==> src/rtl/ram_arbiter_pkg.sv <==
// Shared types for the fetch/memory-stage arbitration onto the one-port data RAM.
//   Word, RamAddress  : data word and byte address types
//   WORD_ADDRESS_SIZE : byte-offset bits inside a word (alignment check)
//   ArbState          : arbiter priority mode
package ram_arbiter_pkg;

  localparam int unsigned WORD_W            = 32;
  localparam int unsigned ADDR_W            = 16;
  localparam int unsigned WORD_ADDRESS_SIZE = 2;
  localparam int unsigned STARVE_W          = 4;

  typedef logic [WORD_W-1:0] Word;
  typedef logic [ADDR_W-1:0] RamAddress;

  typedef enum logic {ARB_NORMAL, ARB_BOOST} ArbState;

  // Word-aligned iff the byte-offset bits are all zero.
  function automatic logic is_aligned(input RamAddress addr);
    return addr[WORD_ADDRESS_SIZE-1:0] == '0;
  endfunction

endpackage

==> src/rtl/ram_arbiter_if.sv <==
// Bus bundle between the two requesters, the arbiter and the data RAM.
//   fetch port : i_req/i_addr in, i_ready/i_rvalid/i_rdata/i_err out
//   data port  : d_req/d_we/d_addr/d_wdata in, d_ready/d_rvalid/d_rdata/d_err out
//   RAM port   : ram_we/ram_address/ram_in out, ram_out in
// slave = arbiter side, master = requester/RAM side.
interface ram_arbiter_if;
  import ram_arbiter_pkg::*;

  logic      i_req;
  RamAddress i_addr;
  logic      i_ready;
  logic      i_rvalid;
  Word       i_rdata;
  logic      i_err;

  logic      d_req;
  logic      d_we;
  RamAddress d_addr;
  Word       d_wdata;
  logic      d_ready;
  logic      d_rvalid;
  Word       d_rdata;
  logic      d_err;

  logic      ram_we;
  RamAddress ram_address;
  Word       ram_in;
  Word       ram_out;

  modport slave (
    input  i_req, i_addr, d_req, d_we, d_addr, d_wdata, ram_out,
    output i_ready, i_rvalid, i_rdata, i_err,
    output d_ready, d_rvalid, d_rdata, d_err,
    output ram_we, ram_address, ram_in
  );

  modport master (
    output i_req, i_addr, d_req, d_we, d_addr, d_wdata, ram_out,
    input  i_ready, i_rvalid, i_rdata, i_err,
    input  d_ready, d_rvalid, d_rdata, d_err,
    input  ram_we, ram_address, ram_in
  );

endinterface

==> src/rtl/ram_resp_reg.sv <==
// One-cycle response register for a single requester port.
//   clk, reset : clock, async active-low reset
//   grant_i    : port was granted this cycle
//   err_i      : granted address is misaligned
//   rdata_i    : RAM read word in the grant cycle
//   rvalid_o, err_o, rdata_o : registered response (rdata holds when idle)
module ram_resp_reg
  import ram_arbiter_pkg::*;
(
  input  logic clk,
  input  logic reset,
  input  logic grant_i,
  input  logic err_i,
  input  Word  rdata_i,
  output logic rvalid_o,
  output logic err_o,
  output Word  rdata_o
);

  logic rvalid_q, rvalid_d;
  logic err_q, err_d;
  Word  rdata_q, rdata_d;

  // Next response; a misaligned access returns zero data.
  always_comb begin
    rvalid_d = grant_i;
    err_d    = grant_i & err_i;
    rdata_d  = rdata_q;
    if (grant_i) begin
      rdata_d = err_i ? '0 : rdata_i;
    end
  end

  always_ff @(posedge clk or negedge reset) begin
    if (!reset) begin
      rvalid_q <= 1'b0;
      err_q    <= 1'b0;
      rdata_q  <= '0;
    end else begin
      rvalid_q <= rvalid_d;
      err_q    <= err_d;
      rdata_q  <= rdata_d;
    end
  end

  assign rvalid_o = rvalid_q;
  assign err_o    = err_q;
  assign rdata_o  = rdata_q;

endmodule

==> src/rtl/ram_arbiter.sv <==
// Arbiter sharing the one-port data RAM between instruction fetch and the
// memory stage. Data port wins by default; after STARVE_LIMIT consecutive
// fetch denials the fetch port is boosted until it is served.
//   STARVE_LIMIT : denied fetch cycles before boost (1..15)
//   clk, reset   : clock, async active-low reset
//   bus          : requester ports and RAM port (slave side)
module ram_arbiter
  import ram_arbiter_pkg::*;
#(
  parameter int unsigned STARVE_LIMIT = 4
) (
  input logic          clk,
  input logic          reset,
  ram_arbiter_if.slave bus
);

  localparam logic [STARVE_W-1:0] LIMIT = STARVE_W'(STARVE_LIMIT);

  ArbState             state_q, state_d;
  logic [STARVE_W-1:0] starve_q, starve_d;
  logic                gnt_i, gnt_d;

  // State and starve counter registers.
  always_ff @(posedge clk or negedge reset) begin
    if (!reset) begin
      state_q  <= ARB_NORMAL;
      starve_q <= '0;
    end else begin
      state_q  <= state_d;
      starve_q <= starve_d;
    end
  end

  // Next state: boost once the counter reaches the limit, leave once fetch is
  // served or withdraws.
  always_comb begin
    state_d  = state_q;
    starve_d = starve_q;
    if (!bus.i_req || gnt_i) begin
      starve_d = '0;
    end else if (starve_q < LIMIT) begin
      starve_d = starve_q + STARVE_W'(1);
    end
    case (state_q)
      ARB_NORMAL: if (starve_d == LIMIT) state_d = ARB_BOOST;
      ARB_BOOST:  if (gnt_i || !bus.i_req) state_d = ARB_NORMAL;
      default:    state_d = ARB_NORMAL;
    endcase
  end

  // Outputs: grant selection and RAM port drive. Grants are held off while
  // reset is asserted so every output reads zero immediately.
  always_comb begin
    gnt_i           = 1'b0;
    gnt_d           = 1'b0;
    bus.ram_we      = 1'b0;
    bus.ram_address = '0;
    bus.ram_in      = '0;
    if (reset) begin
      if (state_q == ARB_BOOST) begin
        gnt_i = bus.i_req;
        gnt_d = bus.d_req & ~bus.i_req;
      end else begin
        gnt_d = bus.d_req;
        gnt_i = bus.i_req & ~bus.d_req;
      end
    end
    if (gnt_d) begin
      bus.ram_address = bus.d_addr;
      if (bus.d_we && is_aligned(bus.d_addr)) begin
        bus.ram_we = 1'b1;
        bus.ram_in = bus.d_wdata;
      end
    end else if (gnt_i) begin
      bus.ram_address = bus.i_addr;
    end
  end

  assign bus.i_ready = gnt_i;
  assign bus.d_ready = gnt_d;

  // Writes also return the pre-write word, since the RAM updates on the same edge.
  ram_resp_reg u_i_resp (
    .clk      (clk),
    .reset    (reset),
    .grant_i  (gnt_i),
    .err_i    (~is_aligned(bus.i_addr)),
    .rdata_i  (bus.ram_out),
    .rvalid_o (bus.i_rvalid),
    .err_o    (bus.i_err),
    .rdata_o  (bus.i_rdata)
  );

  ram_resp_reg u_d_resp (
    .clk      (clk),
    .reset    (reset),
    .grant_i  (gnt_d),
    .err_i    (~is_aligned(bus.d_addr)),
    .rdata_i  (bus.ram_out),
    .rvalid_o (bus.d_rvalid),
    .err_o    (bus.d_err),
    .rdata_o  (bus.d_rdata)
  );

endmodule

==> src/flat_wrapper.sv <==
// flat-port wrapper written by rule: the top's interface ports become plain ports
module ram_arbiter_flat import ram_arbiter_pkg::*;
#(
  parameter int unsigned STARVE_LIMIT = 4
)
  (clk, reset, bus_i_req, bus_i_addr, bus_d_req, bus_d_we, bus_d_addr, bus_d_wdata, bus_ram_out, bus_i_ready, bus_i_rvalid, bus_i_rdata, bus_i_err, bus_d_ready, bus_d_rvalid, bus_d_rdata, bus_d_err, bus_ram_we, bus_ram_address, bus_ram_in);
  ram_arbiter_if bus_i ();
  input logic clk;
  input logic reset;
  input wire logic [$bits(bus_i.i_req)-1:0] bus_i_req;
  input wire logic [$bits(bus_i.i_addr)-1:0] bus_i_addr;
  input wire logic [$bits(bus_i.d_req)-1:0] bus_d_req;
  input wire logic [$bits(bus_i.d_we)-1:0] bus_d_we;
  input wire logic [$bits(bus_i.d_addr)-1:0] bus_d_addr;
  input wire logic [$bits(bus_i.d_wdata)-1:0] bus_d_wdata;
  input wire logic [$bits(bus_i.ram_out)-1:0] bus_ram_out;
  output wire logic [$bits(bus_i.i_ready)-1:0] bus_i_ready;
  output wire logic [$bits(bus_i.i_rvalid)-1:0] bus_i_rvalid;
  output wire logic [$bits(bus_i.i_rdata)-1:0] bus_i_rdata;
  output wire logic [$bits(bus_i.i_err)-1:0] bus_i_err;
  output wire logic [$bits(bus_i.d_ready)-1:0] bus_d_ready;
  output wire logic [$bits(bus_i.d_rvalid)-1:0] bus_d_rvalid;
  output wire logic [$bits(bus_i.d_rdata)-1:0] bus_d_rdata;
  output wire logic [$bits(bus_i.d_err)-1:0] bus_d_err;
  output wire logic [$bits(bus_i.ram_we)-1:0] bus_ram_we;
  output wire logic [$bits(bus_i.ram_address)-1:0] bus_ram_address;
  output wire logic [$bits(bus_i.ram_in)-1:0] bus_ram_in;
  assign bus_i.i_req = bus_i_req;
  assign bus_i.i_addr = bus_i_addr;
  assign bus_i.d_req = bus_d_req;
  assign bus_i.d_we = bus_d_we;
  assign bus_i.d_addr = bus_d_addr;
  assign bus_i.d_wdata = bus_d_wdata;
  assign bus_i.ram_out = bus_ram_out;
  assign bus_i_ready = bus_i.i_ready;
  assign bus_i_rvalid = bus_i.i_rvalid;
  assign bus_i_rdata = bus_i.i_rdata;
  assign bus_i_err = bus_i.i_err;
  assign bus_d_ready = bus_i.d_ready;
  assign bus_d_rvalid = bus_i.d_rvalid;
  assign bus_d_rdata = bus_i.d_rdata;
  assign bus_d_err = bus_i.d_err;
  assign bus_ram_we = bus_i.ram_we;
  assign bus_ram_address = bus_i.ram_address;
  assign bus_ram_in = bus_i.ram_in;
  ram_arbiter #(.STARVE_LIMIT(STARVE_LIMIT)) u_core (.clk(clk), .reset(reset), .bus(bus_i));
endmodule
==> config.mk <==
export PLATFORM = sky130hd
export DESIGN_NAME = ram_arbiter_flat
export DESIGN_NICKNAME = d
export VERILOG_FILES = /design/src/rtl/ram_arbiter_pkg.sv /design/src/rtl/ram_arbiter_if.sv /design/src/rtl/ram_resp_reg.sv /design/src/rtl/ram_arbiter.sv /design/src/flat_wrapper.sv
export SDC_FILE = /design/constraint.sdc
export NUM_CORES = 1
export LEC_CHECK = 0
export ABC_AREA = 1
export BUFFER_PORTS_ARGS = -buffer_cell sky130_fd_sc_hd__buf_2
export CAP_MARGIN = 20
export CORE_MARGIN = 3
export CORE_UTILIZATION = 30
export CTS_BUF_LIST = sky130_fd_sc_hd__clkbuf_4 sky130_fd_sc_hd__clkbuf_8
export DETAILED_ROUTE_END_ITERATION = 10
export HOLD_SLACK_MARGIN = 0.12
export PLACE_DENSITY_LB_ADDON = 0.12
export SLEW_MARGIN = 20
export SYNTH_ARGS = -nofsm -noshare
export SYNTH_HDL_FRONTEND = slang
export SYNTH_SLANG_ARGS = --single-unit
==> constraint.sdc <==
create_clock -name clk -period 1.99 [get_ports clk]
set_input_delay 0 -clock clk [delete_from_list [all_inputs] [get_ports clk]]
set_output_delay 0 -clock clk [all_outputs]
set_load 0.05 [all_outputs]
* Word level (Yosys, flattened, before mapping) *
Cells that the tools add are included.

storage, ports and cells
  register bits after elaboration = 73
  input bits = 101
  output and inout port bits = 119
  logic and storage cells = 42

operators by class
  $add $sub $neg = 1
  order comparisons = 1
  eq/ne operators = 1
  multiplexer cells = 17
  bitwise operators = 9
  reduce and logical (&&, ||, !) cells = 5

operators with widths
  cell                   count
  $mux W32               4
  $mux W16               2
  $mux W1                8
  $mux W4                2
  $not A1 Y1             5
  $add A4 B1 Y4 const B  1
  $and A1 B1 Y1          4
  $eq A4 B3 Y1 const B   1
  $logic_not A2 Y1       2
  $lt A4 B3 Y1 const B   1
  $pmux W1 S2            1
  $logic_and A1 B1 Y1    1
  $logic_not A1 Y1       1
  $logic_or A1 B1 Y1     1

* Longest topological paths before layout *
Gate-level depths: netlist (run 1).

  word-level depth = 9
  depth in mapped cells = 8
  gate-level depth less buffers = 7

* Hierarchy *
Synthesis (run 1) repeated with hierarchy kept, for this count alone.

second synthesis, totals
  cell total of the unflattened synthesis = 420
  area, all modules = 3,611.0 um2

by module, submodules not included
  module        times used  cells an instance  area an instance (um2)  seq. area each (um2)
  ram_resp_reg  2           144                1,398.8                 850.8
  ram_arbiter   1           132                813.3                   125.1

* Worst setup path after synthesis (run 1) *
Ideal clock, no wire load.

  kind = register to output
  from = register u_core.state_q
  to = output port bus_ram_in[22]
  data arrival time = 1.561 ns
  data required time = 1.990 ns
  path slack = 0.429 ns
  stages on the path, launching flop included = 7
  path buffers = 1
  path through = dfrtp_1 nand2_1 nand3_2 inv_4 nand3_4 buf_6 nor2_1

on the way
  word-level cells in the longest chain between the ends = 3

ends and longest elaborated chain
  what                    line                source
  start, declared         ram_arbiter.sv:19   ArbState state_q, state_d;
  start signal, assigned  ram_arbiter.sv:29   state_q <= state_d;
  $mux W1                 ram_arbiter.sv:60   if (state_q == ARB_BOOST) begin
  $mux W1                 ram_arbiter.sv:59   if (reset) begin
  $mux W32                ram_arbiter.sv:68   if (gnt_d) begin
  end, declared           flat_wrapper.sv:27  output wire logic [$bits(bus_i.ram_in)-1:0] bus_ram_in;

No other way between the ends.

* Final worst setup path (run 1) *
  from = input port reset
  to = output port bus_ram_address[8]

on the way
  word-level cells in the longest chain between the ends = 3
  elaborated cells between the ends (all ways) = 4
  classes of those cells = 4 x mux

ends and longest elaborated chain
  what             line                source
  start, declared  flat_wrapper.sv:9   input logic reset;
  $mux W1          ram_arbiter.sv:59
  $mux W16         ram_arbiter.sv:74   end else if (gnt_i) begin
  $mux W16 *       ram_arbiter.sv:68
  end, declared    flat_wrapper.sv:26  output wire logic [$bits(bus_i.ram_address)-1:0] bus_ram_address;

Every way passes the cells marked *; elsewhere a longest branch is shown, timed or not.

==> results of run 1 <==
power by group:
group,internal [uW],switching [uW],total [uW]
registers,1610,64.6,1670
logic,325,858,1180
clock network,514,554,1070
layout make-up:
class                           count  area (um^2)
Inverter                           42          163
Sequential cell                    73         1830
Fill cell                        1141         5810
Clock inverter                      4         28.8
Clock buffer                       12          153
Multi-Input combinational cell    274         1260
Timing Repair Buffer              264         1570
Tap cell                          140          175
worst paths after layout:
path | startpoint | end | slack [ps] | cells past startpoint
setup / recovery | reset | bus_ram_address[8] | 150 | 7
hold / removal | reset | u_core.u_d_resp.rdata_o[20] | 200 | 2
setup reg to reg | u_core.state_q | u_core.state_q | 590 | 7
hold reg to reg | u_core.u_d_resp.rdata_o[22] | u_core.u_d_resp.rdata_o[22] | 480 | 2
max in group asynchronous | reset | u_core.u_d_resp.rdata_o[18] | 580 | 3
min in group clk | bus_i_addr[0] | u_core.u_i_resp.err_o | 200 | 4
cell usage after synthesis:
cell	n	area, um^2
nand2_1	144	541
dfrtp_1	73	1830
o21ai_0	51	255
inv_1	41	154
nor2_1	38	143
o21ai_1	15	75.1
a22o_1	14	123
buf_6	10	113
buf_2	5	25.0
buf_4	5	37.5
clkbuf_1	4	15.0
nand3_1	2	10.0
nor2_2	2	12.5
a21oi_1	1	5.00
a21oi_4	1	16.3
clkbuf_8	1	13.8
ha_1	1	12.5
inv_4	1	6.26
nand2_2	1	6.26
nand3_2	1	10.0
nand3_4	1	17.5
xor2_1	1	8.76
registers in the layout, summed over array words and instances (netlist names):
signal	count
u_core.u_d_resp.rdata_o	32
u_core.state_q	1
u_core.u_i_resp.rdata_o	32
u_core.u_i_resp.rvalid_o	1
u_core.u_d_resp.err_o	1
u_core.u_d_resp.rvalid_o	1
u_core.u_i_resp.err_o	1
u_core.starve_q	4
worst register-to-register path, cell delays in order, from the launching register on:
cell	delay [ps]
dfrtp_1	400
inv_1	120
nand2_1	80
nand2_2	320
nand3_1	160
nor2_1	120
nand3_1	80
nand2_1	60
routing by layer:
metal / GRT usage (%) / wire length (um) / vias up
met1: 19.5 / 4390 / 1599
met2: 29.8 / 5710 / 143
met4: 5.69 / 208 / 0
met3: 5.35 / 876 / 19
li1: - / - / 1792
met5: 0 / 0 / -
metrics by stage:
step | worst slack [ps] | hold WS [ps] | instances
6_report | 150 | 196 | 809
4_1_cts | 22.7 | 168 | 808
2_1_floorplan | 429 | -296 | 413
5_1_grt | 12.3 | 218 | 809
3_5_place_dp | 409 | -120 | 754
3_3_place_gp | 500 | -121 | 754
kinds of logic (layout without fill, tap and decap cells):
logic type / after synthesis / count (layout) / share of synthesized area [%]
flops: 73 / 73 / 53.3
buf+inv: 67 / 322 / 10.6
simple gates: 189 / 190 / 21.6
fa+ha+maj: 1 / 1 / 0.365
xor+xnor: 1 / 1 / 0.256
compound gates: 82 / 82 / 13.8
what timing repair did:
| item | 4_1_cts | 5_1_grt |
|---|---|---|
| hold buffers | 38 | 0 |
| hold endpoints to repair | 144 | 0 |
| endpoints found under the setup margin | 0 | 34 |
| gates resized for setup | 0 | 8 |
==> metrics.md, run 1 <==
| Metric | Value |
|---|---|
| Run status | finished clean |
| Max FO, Critical Path | 12 |
| Post-Synthesis Cells | around 410 |
| Gr usage total | 17.0% |
| Fin. max-slew vios | 0 |
| Die footprint | 12700 um^2 |
| Final setup viols | 0 |
| Clock skew | a little over 9 ps |
| Worst-Skew Late Latency | around 350 ps |
| Layout area overhead | 51.1% |
| Worst path required time | a little under 2000 ps |
| Gr ovfl total | 0 |
| Arr. time, crit path | 1840 ps |
| Number of global-route vias before repair | around 3400 |
| RSZ-0062 raised after global routing | false |
| Max incr delay on CP | around 650 ps |
| Sequential share of the synthesized area | between 50% and 60% |
| Cell variety after synth | 22 |
| Critical path capture point type | output pin |
| First drt pass iteration count | 4 |
| CTS max path bufs | 2 |
| Initial drt markers | between 150 and 200 |
| DRT antenna net count | 0 |
| Postcts setup bufs | 0 |
| Setup TNS | 0 ps |
| Max-slew headroom | between 40% and 50% |
| Placer Congestion | ~0.76 |
| Die height | 113 um |
| # IOs | 220 |
| CP Launch Type | input pin |
| Die width | approximately 110 um |
| CP top delay family | buffers and inverters |
| Synth warnings | 0 |
| Final HPWL DP | approximately 7900 um |
| Commonest non-fill, non-tap cells in the layout | 213 x buf_2, 144 x nand2_1, 73 x dfrtp_1 |
| Core Util, Final | a little under half |
| Maximum vdd drop | 0.346 mV |
| First-pass GRT wire length | about 17000 um |
| Layout Nets | around 770 |
| Post-Place Cell Area | around 4600 um^2 |
| Critical Setup Path Class | in2out |
| Total power draw | between 3000 and 4000 uW |
| # diodes | 0 |
| Cell Chain, Critical Path | buf_4, dlygate4sd3_1, nand2_1, a21oi_4, buf_4, a22o_1, buf_2 |
| Clock sinks | 73 |
| Pwr Density | approximately 760 nW/um^2 |
| Clock-pin slew of the registers on the worst-case setup and hold paths | around 80 ps |
| Final WL | between 10000 and 15000 um |
| #FFs+latches synth | 73 |
| DRC errors left | 0 |
| Core area | roughly 11000 um^2 |
| Fraction of layout cells with a size suffix above 1 | approximately 37% |
| Post-synthesis cell area | roughly 3400 um^2 |
| Max-cap violations | 0 |
| Fmax | about 540 MHz |
| Via count | 3553 |
| H-tree depth | 3 |
| CTS Buf Count | 9 |
| WL/cell | 13.8 um |
| Root buffer cell | clkbuf_8 |
| Static leakage | roughly 0.003 uW |
| Largest net degree at the start of global routing | 66 |
| IO buf count | around 220 |
| Final Cycle Share | about 90% |
| Min-delay worst type | in2async |
| Initial antenna violation count | 0 |
| Syn Area/Cell | just over 8 um^2 |
| CTS tree | built |
| Starting Density | a little under a third |
| Most used cell, CP | buf_4 |
| Endpoints failing hold | 0 |
| Placement Rows | 38 |
| Crit path buf inv count | 4 |
| Final worst path period need | around 1800 ps |
| Post-synthesis net count | 515 |
| Least-Margin Pin Slew | ~790 ps |
| Post-Layout Inst Area | 5170 um^2 |
| Via density | about 4.4 |
| Commonest non-fill, non-tap cell in the layout | buf_2 |
| Slowest-stage cell, CP | dlygate4sd3_1 |
Power figures use the tool's default switching activity.
==> inputs of run 2 (changes only) <==
CORE_UTILIZATION = 47   (was 30)
PLACE_DENSITY = 0.95   (was not set)
PLACE_DENSITY_LB_ADDON = not set   (was 0.12)
SETUP_SLACK_MARGIN = 0.4   (was not set)
==> run 2 against run 1 <==
  * Sequential share of layout area decreased by 4.1 points
  * Sequential cell count unchanged
  * First-iteration DRC count increased to 3.1 times the previous value
  * Total power increased by 6.2%
  * Count of clock-buffer cells in the layout decreased by 3
  * Via count increased by 23%
==> metrics.md, run 2 (synthesis results as in run 1) <==
| Metric | Value |
|---|---|
| Clock-pin slew of the registers on the worst-case setup and hold paths | roughly 80 ps |
| Layout Nets | slightly below 800 |
| Setup WS pre-CTS | 408 ps |
| H-tree depth | 3 |
| Max-cap violations | 0 |
| Initial antenna violation count | 0 |
| Die height | just over 90 um |
| Starting Density | approximately 49% |
| # fillers | ~330 |
| Pwr Density | 711 nW/um^2 |
| Slowest-stage cell, CP | dfrtp_1 |
| Crit path buf inv count | 2 |
| RSZ-0062 raised after global routing | true |
| Clock skew | ~5 ps |
| First drt pass iteration count | 9 |
| Most used cell, CP | nand3_4 |
| First-pass GRT wire length | between 20000 and 25000 um |
| Setup TNS | 0 ps |
| DRC errors left | 0 |
| Placement Rows | 30 |
| Initial drt markers | between 400 and 500 |
| IO buf count | 219 |
| Final setup viols | 0 |
| Root buffer cell | clkbuf_8 |
| Commonest non-fill, non-tap cell in the layout | buf_2 |
| Die footprint | 8350 um^2 |
| Arr. time, crit path | between 1500 and 2000 ps |
| Final WL | 16400 um |
| Via density | around 5.6 |
| Worst-Skew Late Latency | between 300 and 400 ps |
| Final worst path period need | around 1800 ps |
| Gr usage total | about a third |
| Total power draw | 4170 uW |
| DRT antenna net count | 0 |
| Critical path capture point type | output pin |
| # IOs | 220 |
| CP top delay family | simple AND/OR/NAND/NOR gates |
| CTS tree | built |
| Min-delay worst type | in2reg |
| WL/cell | 21.2 um |
| Via count | 4364 |
| Fin. max-slew vios | 0 |
| Critical Setup Path Class | reg2out |
| CTS max path bufs | 2 |
| Maximum vdd drop | a little under 0.7 mV |
| CP Launch Type | register |
| # diodes | 0 |
| Final HPWL DP | 8700 um |
| Fraction of layout cells with a size suffix above 1 | 43.6% |
| Layout area overhead | 71.2% |
| Max-slew headroom | about three fifths |
| Number of global-route vias before repair | around 4200 |
| Fmax | about 560 MHz |
| Run status | finished clean |
| Worst path required time | between 1500 and 2000 ps |
| Max FO, Critical Path | 8 |
| Multi-input gate area | between 1500 and 2000 um^2 |
| Core area | roughly 6900 um^2 |
| Cell Chain, Critical Path | nand2_2, nand3_4, clkinv_8, nand3_4, nor2_4, buf_6 |
| Register area | roughly 1800 um^2 |
| Endpoints failing hold | 0 |
| Placer Congestion | between 0.9 and 1 |
| CTS Buf Count | 9 |
| Die width | 91.4 um |
| Largest net degree at the start of global routing | 66 |
| Gr ovfl total | 0 |
| Least-Margin Pin Slew | ~600 ps |
| Clock sinks | 73 |
| Static leakage | roughly 0.0031 uW |
| Max incr delay on CP | approximately 420 ps |
| Final worst setup slack | around 200 ps |
| Commonest non-fill, non-tap cells in the layout | 169 x buf_2, 143 x nand2_1, 73 x dfrtp_1 |
| Final Cycle Share | between 90% and 100% |
[run 2: cell count changes in the layout (fill, tap and decap cells not counted), moves of 3 or more]
cell / delta
buf_2: -44
buf_6: +38
nor2_1: -29
nor2_4: +19
buf_12: +11
nor2_2: +10
buf_4: +7
clkbuf_4: -6
a22o_1: -4
a22o_4: +4
nand3_4: +3
[run 2: routing by layer]
metal  global-route usage, %  part of all wire, %  vias to the layer above
li1                        -                    -                     1822
met1                    35.1                   32                     2002
met2                    60.8                   49                      400
met3                    8.53                   11                      140
met4                    18.5                  7.9                        0
met5                       0                    0                        -
[run 2: worst reg2reg max path: cells and delay by family, from the launching register on]
kind,cells,cell delay (ps)
buffers and inverters,3,830
and+or+nand+nor,2,240
DFF,1,420
[run 2: area by class of cell]
cell class | instances | share of cell area, %
Clock inverter | 6 | 1.02
Timing Repair Buffer | 273 | 34.8
Clock buffer | 9 | 2.11
Sequential cell | 73 | 31.1
Tap cell | 96 | 2.05
Inverter | 42 | 2.90
Timing Repair inverter | 1 | 0.149
Multi-Input combinational cell | 277 | 25.8
[run 2: final timing paths]
| check | startpoint | to | slack, ps | depth (start not counted) |
|---|---|---|---|---|
| max | u_core.state_q | bus_ram_in[6] | 200 | 6 |
| min | bus_d_req | u_core.starve_q[2] | 200 | 5 |
| max reg2reg | u_core.state_q | u_core.u_d_resp.rvalid_o | 440 | 5 |
| min reg2reg | u_core.u_i_resp.rdata_o[13] | u_core.u_i_resp.rdata_o[13] | 480 | 2 |
| max in group asynchronous | reset | u_core.u_d_resp.rdata_o[24] | 1200 | 3 |
| min in group asynchronous | reset | u_core.starve_q[2] | 370 | 4 |
[run 2: power by group]
part / total [uW] / leakage [uW] / internal (uW) / switching [uW]
Clock: 1100 / 0.0000909 / 566 / 538
Sequential: 1690 / 0.000985 / 1610 / 79.4
Combinational: 1380 / 0.00205 / 398 / 979
Total: 4170 / 0.00312 / 2570 / 1600
[run 2: stage by stage]
step	util, %	area, um^2	hold WS, ps	std cells
global placement	66.4	4610	45.7	710
floorplan	-	3430	-296	413
global route	84.5	5860	197	777
finish	84.5	5860	199	777
detailed placement	66.4	4610	52.5	710
CTS	80.4	5580	145	776
[run 2: timing repair]
action                                  CTS  global route
hold buffers                             38             0
resized for setup                        79            75
pin swaps                                 4             5
setup buffers                             8             1
hold endpoints to repair                144             0
cloned                                    5             0
endpoints found under the setup margin   49            63
==> inputs of run 3 (changes only) <==
--- a/config.mk
+++ b/config.mk
@@ -8,3 +8,3 @@
 export ABC_AREA = 1
-export BUFFER_PORTS_ARGS = -buffer_cell sky130_fd_sc_hd__buf_2
+export BUFFER_PORTS_ARGS = -buffer_cell sky130_fd_sc_hd__buf_4
 export CAP_MARGIN = 20
--- a/constraint.sdc
+++ b/constraint.sdc
@@ -3,2 +3,2 @@
 set_output_delay 0 -clock clk [all_outputs]
-set_load 0.05 [all_outputs]
+set_load 0.1 [all_outputs]
==> run 3 against run 2 <==
  * The flow now stops in global routing
  * Synthesized cell count unchanged
  * Synthesized area unchanged
==> metrics.md, run 3 <==
| Metric | Value |
|---|---|
| Clock sinks | 73 |
| Setup WS pre-CTS | approximately 420 ps |
| Async S/R FF share, synth | between 90% and 100% |
| Syn Area/Cell | 8.29 um^2 |
| Die width | between 90 and 100 um |
| Top_reg_cell synth | dfrtp_1 |
| #FFs+latches synth | 73 |
| Post-synth EDFFs | 0 |
| Final HPWL DP | around 10000 um |
| Die height | 91.4 um |
| CTS Buf Count | 9 |
| Error | [ERROR GRT-0232] Routing congestion too high. Check the congestion heatmap in the GUI. |
| Cell variety after synth | 22 |
| Placement Rows | 30 |
| Run status | did not finish |
| Post-Synthesis Cells | slightly above 400 |
| H-tree depth | 3 |
| Count leader, synth | nand2_1 |
| IO buf count | between 200 and 250 |
| Sequential share of the synthesized area | a little over half |
| Gr usage total | between 80% and 90% |
| Synth area leaders | dfrtp_1 53%, nand2_1 16%, o21ai_0 7.5% |
| Synth warnings | 0 |
| Placer Congestion | about 0.92 |
| Worst_ep grt | bus_ram_in[21] |
| Fail Step | global routing |
| Post-synthesis cell area | between 3000 and 4000 um^2 |
| # IOs | 220 |
| Starting Density | 49.3% |
| Worst_ep kind | primary output |
| Gr ovfl total | 250 |
| Post-synthesis net count | 515 |
| Synth top cells by count | 144 x nand2_1, 73 x dfrtp_1, 51 x o21ai_0 |
| Area leader, netlist | dfrtp_1 |
| Synth top area share | a little over half |
| Root buffer cell | clkbuf_8 |
| Largest net degree at the start of global routing | a little over 70 |
| CTS max path bufs | 2 |
## run 3: cell counts after synthesis
Identical to the previous run, type by type.
## run 3: cell families after synthesis
kind of cell / Yosys count / synth area share [%]
compound gates: 82 / 13.8
xor+xnor: 1 / 0.256
fa+ha+maj: 1 / 0.365
buf+inv: 67 / 10.6
flops: 73 / 53.3
simple gates: 189 / 21.6
## run 3: repair_timing
action                                 in CTS
resized for setup                         136
gates cloned                                1
hold buffers                               36
setup endpoints to repair                  50
setup buffers                               5
pin swaps                                   7
endpoints found under the hold margin     143
## run 3: metal layers
metal | global-route usage (%) | overflow
met1 | 81.1 | 0
met3 | 68.8 | 1
met2 | 103 | 130
met5 | 14.7 | 0
met4 | 101 | 119
## run 3: per-stage QoR
step	std cells	utilization, %	cell area [um^2]	setup TNS [ps]
floorplan	413	-	3670	-139
global placement	711	76.3	5300	0
detailed placement	711	76.3	5300	0
CTS	769	93.7	6510	0
==> inputs of run 4 (changes only) <==
CORE_UTILIZATION = 40   (was 47)
CTS_BUF_LIST = not set   (was sky130_fd_sc_hd__clkbuf_4 sky130_fd_sc_hd__clkbuf_8)
HOLD_SLACK_MARGIN = not set   (was 0.12)
PLACE_DENSITY = not set   (was 0.95)
PLACE_DENSITY_LB_ADDON = 0.15   (was not set)
SETUP_SLACK_MARGIN = not set   (was 0.4)
==> run 4 against run 3 <==
  * The flow now finishes without violations
==> metrics.md, run 4 (synthesis results as in run 1) <==
| Metric | Value |
|---|---|
| Worst path required time | ~2000 ps |
| Final worst path period need | ~1900 ps |
| Number of global-route vias before repair | 3527 |
| WL/cell | 14.9 um |
| Sequential power share | 33.8% |
| Largest net degree at the start of global routing | 74 |
| Arr. time, crit path | approximately 1900 ps |
| Die footprint | 9710 um^2 |
| Critical path capture point type | output pin |
| Least-Margin Pin Slew | 918 ps |
| Placement Rows | 33 |
| Fraction of layout cells with a size suffix above 1 | roughly two fifths |
| Run status | finished clean |
| Clock power frac | approximately 28% |
| Endpoints failing hold | 0 |
| Hold wc startpoint | bus_d_addr[0] |
| Reg2reg end | u_core.state_q |
| Final WL | ~11000 um |
| Internal power | approximately 2900 uW |
| Cells after DPL | 719 |
| Worst R2R Path Depth | 6 |
| First drt pass iteration count | 4 |
| Starting Density | roughly two fifths |
| Core Util, Final | approximately 69% |
| Fmax | 525 MHz |
| H-tree depth | 3 |
| Gr usage total | a little under a quarter |
| DRT antenna net count | 0 |
| Reg2Reg Setup Slack | about 550 ps |
| Placer Congestion | roughly 0.85 |
| Core area | 8260 um^2 |
| Clock skew | 3.93 ps |
| P_sw | 2070 uW |
| Hold Path Cell Cnt | 4 |
| Die width | ~99 um |
| Max-slew headroom | between 30% and 40% |
| CTS max path bufs | 2 |
| Critical Setup Path Class | reg2out |
| Commonest non-fill, non-tap cell in the layout | buf_4 |
| # IOs | 220 |
| Combinational power share | 38.4% |
| Initial drt markers | about 180 |
| Gr ovfl total | 0 |
| Pwr Density | just under 900 nW/um^2 |
| Setup TNS | 0 ps |
| Initial antenna violation count | 0 |
| First-pass GRT wire length | ~18000 um |
| Via density | 4.64 |
| DRC errors left | 0 |
| Max FO, Critical Path | 20 |
| Sw Ratio | 41.6% |
| CP Launch Type | register |
| Die height | a little under 100 um |
| Fin cells | about 770 |
| Clock sinks | 73 |
| Layout area overhead | 65.4% |
| # diodes | 0 |
| Clock-pin slew of the registers on the worst-case setup and hold paths | roughly 70 ps |
| Maximum vdd drop | around 0.5 mV |
| Root buffer cell | clkbuf_8 |
| Fin. max-slew vios | 0 |
| Final Cycle Share | about 96% |
| IO buf count | roughly 220 |
| Post-Layout Inst Area | 5670 um^2 |
| Min-delay worst type | in2reg |
| Postcts setup bufs | 0 |
| CTS Buf Count | 9 |
| Via count | ~3600 |
| CTS tree | built |
| Layout Nets | approximately 760 |
| Static leakage | 0.00308 uW |
| Hold EP | u_core.u_d_resp.err_o |
| Crit. Startpoint | u_core.state_q |
| Final HPWL DP | between 8000 and 9000 um |
| Commonest non-fill, non-tap cells in the layout | 225 x buf_4, 144 x nand2_1, 73 x dfrtp_1 |
| Worst-Skew Late Latency | roughly 350 ps |
| Reg2reg start | u_core.state_q |
| Max-cap violations | 0 |
| Final setup viols | 0 |
| Total power draw | around 5000 uW |
| Post-Place Cell Area | roughly 5100 um^2 |
[run 4: repair_timing]
action / 4_1_cts / 5_1_grt
setup endpoints to repair: 0 / 33
endpoints found under the hold margin: 139 / 0
resized for setup: 0 / 2
hold buffers: 35 / 0
[run 4: power groups by stage]
stage                     clock [uW]  sequential (uW)  combinational (uW)
after floorplan                    0             2570                 476
after global placement             0             1700                1830
after detailed placement           0             1710                1850
after CTS                       1410             1680                1910
after global routing            1460             1700                1990
final                           1380             1680                1910
[run 4: worst max-delay path by stage]
stage,end,slack (ps),cells after the start
after floorplan,bus_ram_in[22],-180,6
after global placement,bus_ram_in[17],500,6
after CTS,bus_ram_in[11],20,6
final,bus_ram_in[4],90,6
after global routing,bus_ram_in[4],-9,6
after detailed placement,bus_ram_in[11],410,6
[run 4: worst max-delay path, cell delays in order (launching register included)]
cell	delay, ps
dfrtp_1	410
nand2_1	90
nand3_2	90
inv_4	220
nand3_4	220
nor2_1	210
buf_4	320
[run 4: area by class of cell]
class / instances / area (um^2)
fillers: 689 / 2590
inverters: 42 / 160
clock buffers: 11 / 131
flip-flops and latches: 73 / 1830
repair buffers: 261 / 2050
clock inverters: 5 / 104
multi-input cells: 274 / 1260
well taps: 105 / 131
[run 4: per-layer routing]
metal  GRT usage (%)  wire (um)
met1            28.6       4730
met2            40.2       5880
met3            5.45        685
met4            6.20        188
met5               0          0
[run 4: through the flow]
stage	hold WS, ps	setup slack (ps)
2_1_floorplan	-296	-183
3_3_place_gp	276	497
3_5_place_dp	279	413
4_1_cts	129	18.4
5_1_grt	184	-9.34
6_report	183	85.5
